`src/rtl/uart_pkg.sv`:
```
// Shared types and constants for the UART echo buffer.
// Parity states exist only when UART_PARITY_EN is defined.
package uart_pkg;

  localparam int OVERSAMPLE = 16;
  localparam int MID_SAMPLE = 8;

`ifdef UART_PARITY_EN
  typedef enum logic [2:0] {
    R_IDLE  = 3'd0,
    R_START = 3'd1,
    R_DATA  = 3'd2,
    R_PAR   = 3'd3,
    R_STOP  = 3'd4
  } rx_state_t;

  typedef enum logic [2:0] {
    T_IDLE  = 3'd0,
    T_START = 3'd1,
    T_DATA  = 3'd2,
    T_PAR   = 3'd3,
    T_STOP  = 3'd4
  } tx_state_t;
`else
  typedef enum logic [2:0] {
    R_IDLE  = 3'd0,
    R_START = 3'd1,
    R_DATA  = 3'd2,
    R_STOP  = 3'd4
  } rx_state_t;

  typedef enum logic [2:0] {
    T_IDLE  = 3'd0,
    T_START = 3'd1,
    T_DATA  = 3'd2,
    T_STOP  = 3'd4
  } tx_state_t;
`endif

  // Parity bit for a payload zero-extended to 8 bits; odd=1 makes the total count of ones odd.
  function automatic logic calc_parity(input logic [7:0] data, input logic odd);
    return (^data) ^ odd;
  endfunction

endpackage

```
`src/rtl/uart_echo_buf_if.sv`:
```
// Push/pop handshake bundle between the UART core and its echo FIFO.
interface uart_echo_buf_if #(
  parameter int WIDTH = 8,
  parameter int LW    = 5
);
  logic             push;
  logic             pop;
  logic [WIDTH-1:0] din;
  logic [WIDTH-1:0] dout;
  logic             full;
  logic             empty;
  logic [LW-1:0]    level;

  modport master (output push, pop, din, input dout, full, empty, level);
  modport slave  (input push, pop, din, output dout, full, empty, level);
endinterface

```
`src/rtl/uart_fifo.sv`:
```
// First-word fall-through FIFO; push while full is accepted only together with a pop.
module uart_fifo #(
  parameter int WIDTH = 8,
  parameter int DEPTH = 16
) (
  input  logic             clk,
  input  logic             reset,
  uart_echo_buf_if.slave   f
);
  localparam int AW = $clog2(DEPTH);
  localparam int LW = AW + 1;

  logic [WIDTH-1:0] mem_q [DEPTH];
  logic [AW-1:0]    wr_ptr_q, wr_ptr_d;
  logic [AW-1:0]    rd_ptr_q, rd_ptr_d;
  logic [LW-1:0]    level_q, level_d;
  logic             do_push_s, do_pop_s;

  // Qualify requests: never pop empty, push into a full FIFO only when a pop frees a slot.
  always_comb begin
    do_pop_s  = f.pop && (level_q != LW'(0));
    do_push_s = f.push && ((level_q != LW'(DEPTH)) || do_pop_s);
    wr_ptr_d  = do_push_s ? (wr_ptr_q + AW'(1)) : wr_ptr_q;
    rd_ptr_d  = do_pop_s  ? (rd_ptr_q + AW'(1)) : rd_ptr_q;
    case ({do_push_s, do_pop_s})
      2'b10:   level_d = level_q + LW'(1);
      2'b01:   level_d = level_q - LW'(1);
      default: level_d = level_q;
    endcase
  end

  // Pointer and occupancy registers.
  always_ff @(posedge clk) begin
    if (reset) begin
      wr_ptr_q <= '0;
      rd_ptr_q <= '0;
      level_q  <= '0;
    end else begin
      wr_ptr_q <= wr_ptr_d;
      rd_ptr_q <= rd_ptr_d;
      level_q  <= level_d;
    end
  end

  // Storage array; contents are don't-care until written.
  always_ff @(posedge clk) begin
    if (do_push_s) begin
      mem_q[wr_ptr_q] <= f.din;
    end
  end

  assign f.dout  = mem_q[rd_ptr_q];
  assign f.full  = (level_q == LW'(DEPTH));
  assign f.empty = (level_q == LW'(0));
  assign f.level = level_q;

endmodule

```
`src/rtl/uart_echo_buf.sv`:
```
// UART receiver that buffers good frames in a FIFO and retransmits them on tx.
// Optional feature macro: UART_PARITY_EN adds a parity bit (PARITY_ODD selects odd).
module uart_echo_buf #(
  parameter int CLK_HZ     = 50000000,
  parameter int BAUD       = 9600,
  parameter int DATA_BITS  = 8,
  parameter int FIFO_DEPTH = 16,
  parameter int PARITY_ODD = 0
) (
  input  logic                        clk50,
  input  logic                        reset,
  input  logic                        rx,
  output logic                        tx,
  output logic                        frame_err,
  output logic                        parity_err,
  output logic                        rx_overflow,
  output logic [$clog2(FIFO_DEPTH):0] fifo_level
);
  import uart_pkg::*;

  localparam int DIV_RAW = CLK_HZ / (BAUD * OVERSAMPLE);
  localparam int DIV     = (DIV_RAW < 1) ? 1 : DIV_RAW;
  localparam int DW      = (DIV > 1) ? $clog2(DIV) : 1;
  localparam int LW      = $clog2(FIFO_DEPTH) + 1;

  logic [DW-1:0]        div_q, div_d;
  logic                 tick_s;
  logic [1:0]           sync_q, sync_d;
  logic                 rx_s;

  rx_state_t            rx_state_q;
  logic [3:0]           rx_tcnt_q;
  logic [2:0]           rx_bcnt_q;
  logic [DATA_BITS-1:0] rx_shreg_q;
  logic                 push_q;
  logic                 frame_err_q;
  logic                 mid_s;
  logic                 ovf_q, ovf_d;

  tx_state_t            tx_state_q;
  logic [3:0]           tx_tcnt_q;
  logic [2:0]           tx_bcnt_q;
  logic [DATA_BITS-1:0] tx_shreg_q;
  logic                 tx_q;
  logic                 bit_end_s;
  logic                 pop_s;

`ifdef UART_PARITY_EN
  logic                 rx_par_q;
  logic                 parity_err_q;
  logic                 tx_par_q;
  logic                 par_bad_s;
`endif

  uart_echo_buf_if #(.WIDTH(DATA_BITS), .LW(LW)) fifo_bus ();

  uart_fifo #(.WIDTH(DATA_BITS), .DEPTH(FIFO_DEPTH)) u_fifo (
    .clk   (clk50),
    .reset (reset),
    .f     (fifo_bus)
  );

  // Oversample divider wraps at DIV-1; input synchroniser shifts in rx.
  always_comb begin
    tick_s = (div_q == DW'(DIV - 1));
    if (tick_s) begin
      div_d = '0;
    end else begin
      div_d = div_q + DW'(1);
    end
    sync_d = {sync_q[0], rx};
  end

  // Divider and two-flop synchroniser (idle-high).
  always_ff @(posedge clk50) begin
    if (reset) begin
      div_q  <= '0;
      sync_q <= 2'b11;
    end else begin
      div_q  <= div_d;
      sync_q <= sync_d;
    end
  end

  assign rx_s  = sync_q[1];
  assign mid_s = tick_s && (rx_tcnt_q == 4'(MID_SAMPLE));

`ifdef UART_PARITY_EN
  assign par_bad_s = (rx_par_q != calc_parity(8'(rx_shreg_q), PARITY_ODD[0]));
`endif

  // Receiver FSM: rx_tcnt free-runs on ticks so every later sample lands 16 ticks after the previous one.
  always_ff @(posedge clk50) begin
    if (reset) begin
      rx_state_q   <= R_IDLE;
      rx_tcnt_q    <= 4'd0;
      rx_bcnt_q    <= 3'd0;
      rx_shreg_q   <= '0;
      push_q       <= 1'b0;
      frame_err_q  <= 1'b0;
`ifdef UART_PARITY_EN
      rx_par_q     <= 1'b0;
      parity_err_q <= 1'b0;
`endif
    end else begin
      push_q      <= 1'b0;
      frame_err_q <= 1'b0;
`ifdef UART_PARITY_EN
      parity_err_q <= 1'b0;
`endif
      if (tick_s) begin
        rx_tcnt_q <= rx_tcnt_q + 4'd1;
      end
      case (rx_state_q)
        R_IDLE: begin
          if (!rx_s) begin
            rx_state_q <= R_START;
            rx_tcnt_q  <= 4'd0;
          end
        end
        R_START: begin
          if (mid_s) begin
            rx_bcnt_q  <= 3'd0;
            rx_state_q <= rx_s ? R_IDLE : R_DATA;
          end
        end
        R_DATA: begin
          if (mid_s) begin
            rx_shreg_q <= {rx_s, rx_shreg_q[DATA_BITS-1:1]};
            rx_bcnt_q  <= rx_bcnt_q + 3'd1;
            if (rx_bcnt_q == 3'(DATA_BITS - 1)) begin
`ifdef UART_PARITY_EN
              rx_state_q <= R_PAR;
`else
              rx_state_q <= R_STOP;
`endif
            end
          end
        end
`ifdef UART_PARITY_EN
        R_PAR: begin
          if (mid_s) begin
            rx_par_q   <= rx_s;
            rx_state_q <= R_STOP;
          end
        end
`endif
        R_STOP: begin
          if (mid_s) begin
            rx_state_q  <= R_IDLE;
            frame_err_q <= !rx_s;
`ifdef UART_PARITY_EN
            parity_err_q <= par_bad_s;
            push_q       <= rx_s && !par_bad_s;
`else
            push_q       <= rx_s;
`endif
          end
        end
        default: rx_state_q <= R_IDLE;
      endcase
    end
  end

  // Pop at a tick boundary when idle, or at the end of a stop bit for gap-free back-to-back frames.
  always_comb begin
    bit_end_s = tick_s && (tx_tcnt_q == 4'd15);
    pop_s     = tick_s && !fifo_bus.empty &&
                ((tx_state_q == T_IDLE) || ((tx_state_q == T_STOP) && (tx_tcnt_q == 4'd15)));
    ovf_d     = push_q && fifo_bus.full && !pop_s;
  end

  // Transmitter FSM: every bit spans 16 ticks counted by tx_tcnt.
  always_ff @(posedge clk50) begin
    if (reset) begin
      tx_state_q <= T_IDLE;
      tx_tcnt_q  <= 4'd0;
      tx_bcnt_q  <= 3'd0;
      tx_shreg_q <= '0;
      tx_q       <= 1'b1;
`ifdef UART_PARITY_EN
      tx_par_q   <= 1'b0;
`endif
    end else begin
      if (tick_s) begin
        tx_tcnt_q <= tx_tcnt_q + 4'd1;
      end
      case (tx_state_q)
        T_IDLE: begin
          if (pop_s) begin
            tx_state_q <= T_START;
            tx_tcnt_q  <= 4'd0;
            tx_shreg_q <= fifo_bus.dout;
            tx_q       <= 1'b0;
`ifdef UART_PARITY_EN
            tx_par_q   <= calc_parity(8'(fifo_bus.dout), PARITY_ODD[0]);
`endif
          end
        end
        T_START: begin
          if (bit_end_s) begin
            tx_state_q <= T_DATA;
            tx_bcnt_q  <= 3'd0;
            tx_q       <= tx_shreg_q[0];
          end
        end
        T_DATA: begin
          if (bit_end_s) begin
            if (tx_bcnt_q == 3'(DATA_BITS - 1)) begin
`ifdef UART_PARITY_EN
              tx_state_q <= T_PAR;
              tx_q       <= tx_par_q;
`else
              tx_state_q <= T_STOP;
              tx_q       <= 1'b1;
`endif
            end else begin
              tx_bcnt_q  <= tx_bcnt_q + 3'd1;
              tx_shreg_q <= {1'b0, tx_shreg_q[DATA_BITS-1:1]};
              tx_q       <= tx_shreg_q[1];
            end
          end
        end
`ifdef UART_PARITY_EN
        T_PAR: begin
          if (bit_end_s) begin
            tx_state_q <= T_STOP;
            tx_q       <= 1'b1;
          end
        end
`endif
        T_STOP: begin
          if (bit_end_s) begin
            if (pop_s) begin
              tx_state_q <= T_START;
              tx_shreg_q <= fifo_bus.dout;
              tx_q       <= 1'b0;
`ifdef UART_PARITY_EN
              tx_par_q   <= calc_parity(8'(fifo_bus.dout), PARITY_ODD[0]);
`endif
            end else begin
              tx_state_q <= T_IDLE;
              tx_q       <= 1'b1;
            end
          end
        end
        default: begin
          tx_state_q <= T_IDLE;
          tx_q       <= 1'b1;
        end
      endcase
    end
  end

  // Overflow pulse for a good frame that found the FIFO full with no pop.
  always_ff @(posedge clk50) begin
    if (reset) begin
      ovf_q <= 1'b0;
    end else begin
      ovf_q <= ovf_d;
    end
  end

  assign fifo_bus.push = push_q;
  assign fifo_bus.pop  = pop_s;
  assign fifo_bus.din  = rx_shreg_q;

  assign tx          = tx_q;
  assign frame_err   = frame_err_q;
  assign rx_overflow = ovf_q;
  assign fifo_level  = fifo_bus.level;
`ifdef UART_PARITY_EN
  assign parity_err  = parity_err_q;
`else
  assign parity_err  = 1'b0;
`endif

endmodule

```
`config.mk`:
```
export PLATFORM = sky130hd
export DESIGN_NAME = uart_echo_buf
export DESIGN_NICKNAME = d
export VERILOG_FILES = /design/src/rtl/uart_pkg.sv /design/src/rtl/uart_echo_buf_if.sv /design/src/rtl/uart_fifo.sv /design/src/rtl/uart_echo_buf.sv
export SDC_FILE = /design/constraint.sdc
export NUM_CORES = 1
export LEC_CHECK = 0
export ABC_AREA = 0
export CAP_MARGIN = 20
export CORE_ASPECT_RATIO = 1.5
export CORE_MARGIN = 3
export CORE_UTILIZATION = 51
export CTS_BUF_LIST = sky130_fd_sc_hd__clkbuf_8
export DETAILED_ROUTE_END_ITERATION = 10
export GPL_TIMING_DRIVEN = 0
export PLACE_DENSITY = 0.67
export SETUP_SLACK_MARGIN = 0.1
export SLEW_MARGIN = 20
export SYNTH_ARGS = -nofsm -noshare
export SYNTH_HDL_FRONTEND = slang
export SYNTH_HIERARCHICAL = 1
export SYNTH_SLANG_ARGS = --single-unit
```
`constraint.sdc`:
```
create_clock -name clk50 -period 8.7 [get_ports clk50]
set_input_delay 2.61 -clock clk50 [delete_from_list [all_inputs] [get_ports clk50]]
set_output_delay 2.61 -clock clk50 [all_outputs]
set_load 0.01 [all_outputs]
```
==> run metrics <==
unrepaired setup endpoints after global routing=false; synthesized cell area=8255 um^2; most common cell in the synthesized netlist=edfxtp_1; CTS tree=yes; Post-Synthesis Cells=597; clock share of power=34.5%; Tightest Pin Transition=992.2 ps; post-layout util=56.94%; PnR worst setup slack=4454 ps; fin nets=647; top_reg_cell synth=edfxtp_1; antenna viol nets, final=0; Largest delay share family, worst path=buffers and inverters; crit path launch=u_fifo/f.level[4]; width of the die=109.9 um; slowest CP cell=clkdlybuf4s50_1; P_leak=3.105 nW; placed instance area=8630 um^2; DR WL/cell=19.17 um; Initial Utilization=52.37%; Sequential Power Share=64.4%; ANT cells=0; FF-to-FF End=u_fifo/f.level[4]; Vias/cell=5.778; final wirelength=16120 um; GRT Total Usage=19.26%; Setup crit end kind=output pin; register area share after synthesis=63.05%; Syn Nets=618; worst-case clock buffer depth=2; largest net degree at the start of global routing=19; Chip Height=161.8 um; Crit Path Class=flip-flop to output pin; Comb pwr share=1.1%; total congestion overflow=0; Clk pin slew, worst setup/hold paths=90 ps; # rows=56; switch share=20.72%; die area=17780 um^2; clock sink count=196; XOR/XNOR Fraction of Synth Area=2.016%; Initial DRT Pass Iterations=5; crit share post-route=48.81%; Worst slew margin=33.71%; P_int=1.209 mW; Worst VDD drop=0.09453 mV; r2r startpoint=u_fifo/f.level[0]; area delta synth->final=8.745%; synthesis-stage register bit count=196; core area=15770 um^2; Ys Warns=6; CP max FO=9; Root Buffer=clkbuf_8; clock skew=15.81 ps; number of clock buffers inserted by TritonCTS=17; final critical-path required period=4246 ps; Worst-Skew Late Latency=460 ps; Worst Reg-to-Reg Cells=14; final instance area=8977 um^2; fmax=235.5 MHz; setup violators final=0; max incr delay on CP=610 ps; post-CTS setup repair buffer count=0; max-cap violations=0; internal reg-to-reg setup slack=4630 ps; Critical Path Stages=1; post-CTS sizing=0; share of cells above drive strength 1=14.26%; Synth Area in Simple Gates=11.15%; Synth top cells by count=128 x edfxtp_1, 74 x nor2_1, 68 x dfxtp_1; synth top area cells=edfxtp_1 47%, dfxtp_1 16%, mux4_2 8.7%, nor2_1 3.4%, ha_1 2.6%; drc violations=0; mux contribution to synthesized area=10.44%; switching pwr=0.3161 mW; H-Tree Level Count=4; worst min path class=flip-flop to flip-flop; crit path to=fifo_level[4]; syn avg cell area=13.83 um^2; Setup TNS=0 ps; CP Data Arrival Time=1640 ps; first-pass GRT wire length=25940 um; Adder-Cell Fraction of Synth Area=2.940%; worst path cell trace=clkdlybuf4s50_1; Setup WS pre-CTS=4168 ps; number of synthesized flops with an enable pin=128; hold_buf cts=0; Synth async-reset ratio=0%; Cell Pwr Density=169.9 nW/um^2; Fin. Hold Viols=0; Netlist cell types=71; startpoint types=flip-flop; fin. max-slew vios=0; initial antenna violation count=0; vias post-DR=4859; cell taking the most area after synthesis=edfxtp_1; Synth top area share=46.56%; io pins=12; CP required=6090 ps; # port buffers=10; combinational family with the most area after synthesis=simple AND/OR/NAND/NOR gates; Synth Area in Compound Gates=7.836%; status=finished clean; HPWL after DPL=11180 um; GPL Wtd Cong=0.8782; DR iter-0 viols=364; Buf/Inv on CP=1; vias in the first global route=5001
[worst min path at each step]
stage	from	end	slack (ps)	cells past startpoint
2_1_floorplan	sync_q[0]	sync_q[1]	390	1
3_3_place_gp	sync_q[0]	sync_q[1]	400	1
3_5_place_dp	sync_q[0]	sync_q[1]	400	1
4_1_cts	sync_q[0]	sync_q[1]	420	1
5_1_grt	sync_q[0]	sync_q[1]	440	1
6_report	sync_q[0]	sync_q[1]	420	1
[worst register-to-register path: stages (launching register included)]
cell and delay (ps):
dfxtp_1 410, or4_1 600, buf_6 170, nor2_1 300, nor3_1 130, o2111ai_2 170, inv_1 290, nor2b_1 250
o21ai_4 110, inv_2 120, fa_1 430, a21o_1 210, a2111oi_0 500, o21ai_0 140, a31oi_1 170
[final cells by class]
class	count	area [um^2]
Tap cell	203	254.0
Sequential cell	196	5205
Inverter	11	41.29
Multi-Input combinational cell	358	2863
Timing Repair Buffer	10	100.1
Clock buffer	17	234.0
Buffer	32	166.4
Fill cell	1252	6788
Clock inverter	14	113.9
[power groups by stage]
stage          logic [mW]  clock network [mW]  registers [mW]
2_1_floorplan      0.0119                   0            1.00
3_3_place_gp       0.0164                   0            1.00
3_5_place_dp       0.0168                   0            1.00
4_1_cts            0.0171               0.542           0.982
5_1_grt            0.0193               0.577           0.982
6_report           0.0169               0.527           0.982
[state kept, by name, indices dropped and copies added, names as in the netlist, named ones only]
name / count
tx_state_q: 3
tx_bcnt_q: 3
tx_tcnt_q: 4
sync_q: 2
rx_state_q: 3
u_fifo/rd_ptr_q: 4
rx_tcnt_q: 4
u_fifo/f.level: 5
u_fifo/mem_q: 128
tx: 1
div_q: 9
fifo_bus.din: 8
rx_overflow: 1
fifo_bus.push: 1
u_fifo/wr_ptr_q: 4
tx_shreg_q: 8
frame_err: 1
rx_bcnt_q: 3
[layer usage]
metal / track usage (%) / part of all wire, %
met2: 35.14 / 55
met1: 22.01 / 40
met3: 3.777 / 2.8
met4: 6.693 / 1.6
met5: 0 / 0
[per-stage QoR]
stage | hold WS (ps) | std cells | power [mW]
2_1_floorplan | 389.5 | 597 | 1.015
3_3_place_gp | 399.1 | 810 | 1.020
3_5_place_dp | 399.1 | 810 | 1.020
4_1_cts | 423.5 | 841 | 1.541
5_1_grt | 441.9 | 841 | 1.579
6_report | 419.8 | 841 | 1.525
[cells in the final DEF, fill, tap and decap left out, types with 10 or more instances in the layout]
cell type        count
a21oi_1             20
a22oi_1             17
clkbuf_1            16
clkbuf_8            19
clkdlybuf4s50_1     10
dfxtp_1             68
edfxtp_1           128
ha_1                17
inv_1               11
mux2i_1             13
mux4_2              32
nand2_1             29
nand3_1             13
nor2_1              74
o21ai_0             15
xnor2_1             10
[logic make-up (layout without fill, tap and decap cells)]
family / after synthesis / after routing
DFF: 196 / 196
buffers and inverters: 43 / 84
other: 1 / 1
muxes: 46 / 46
xor gates and xnor gates: 19 / 19
and+or+nand+nor: 183 / 183
AOI/OAI and AO/OA: 90 / 90
adders and majority gates: 19 / 19
Power figures use the tool's default switching activity.
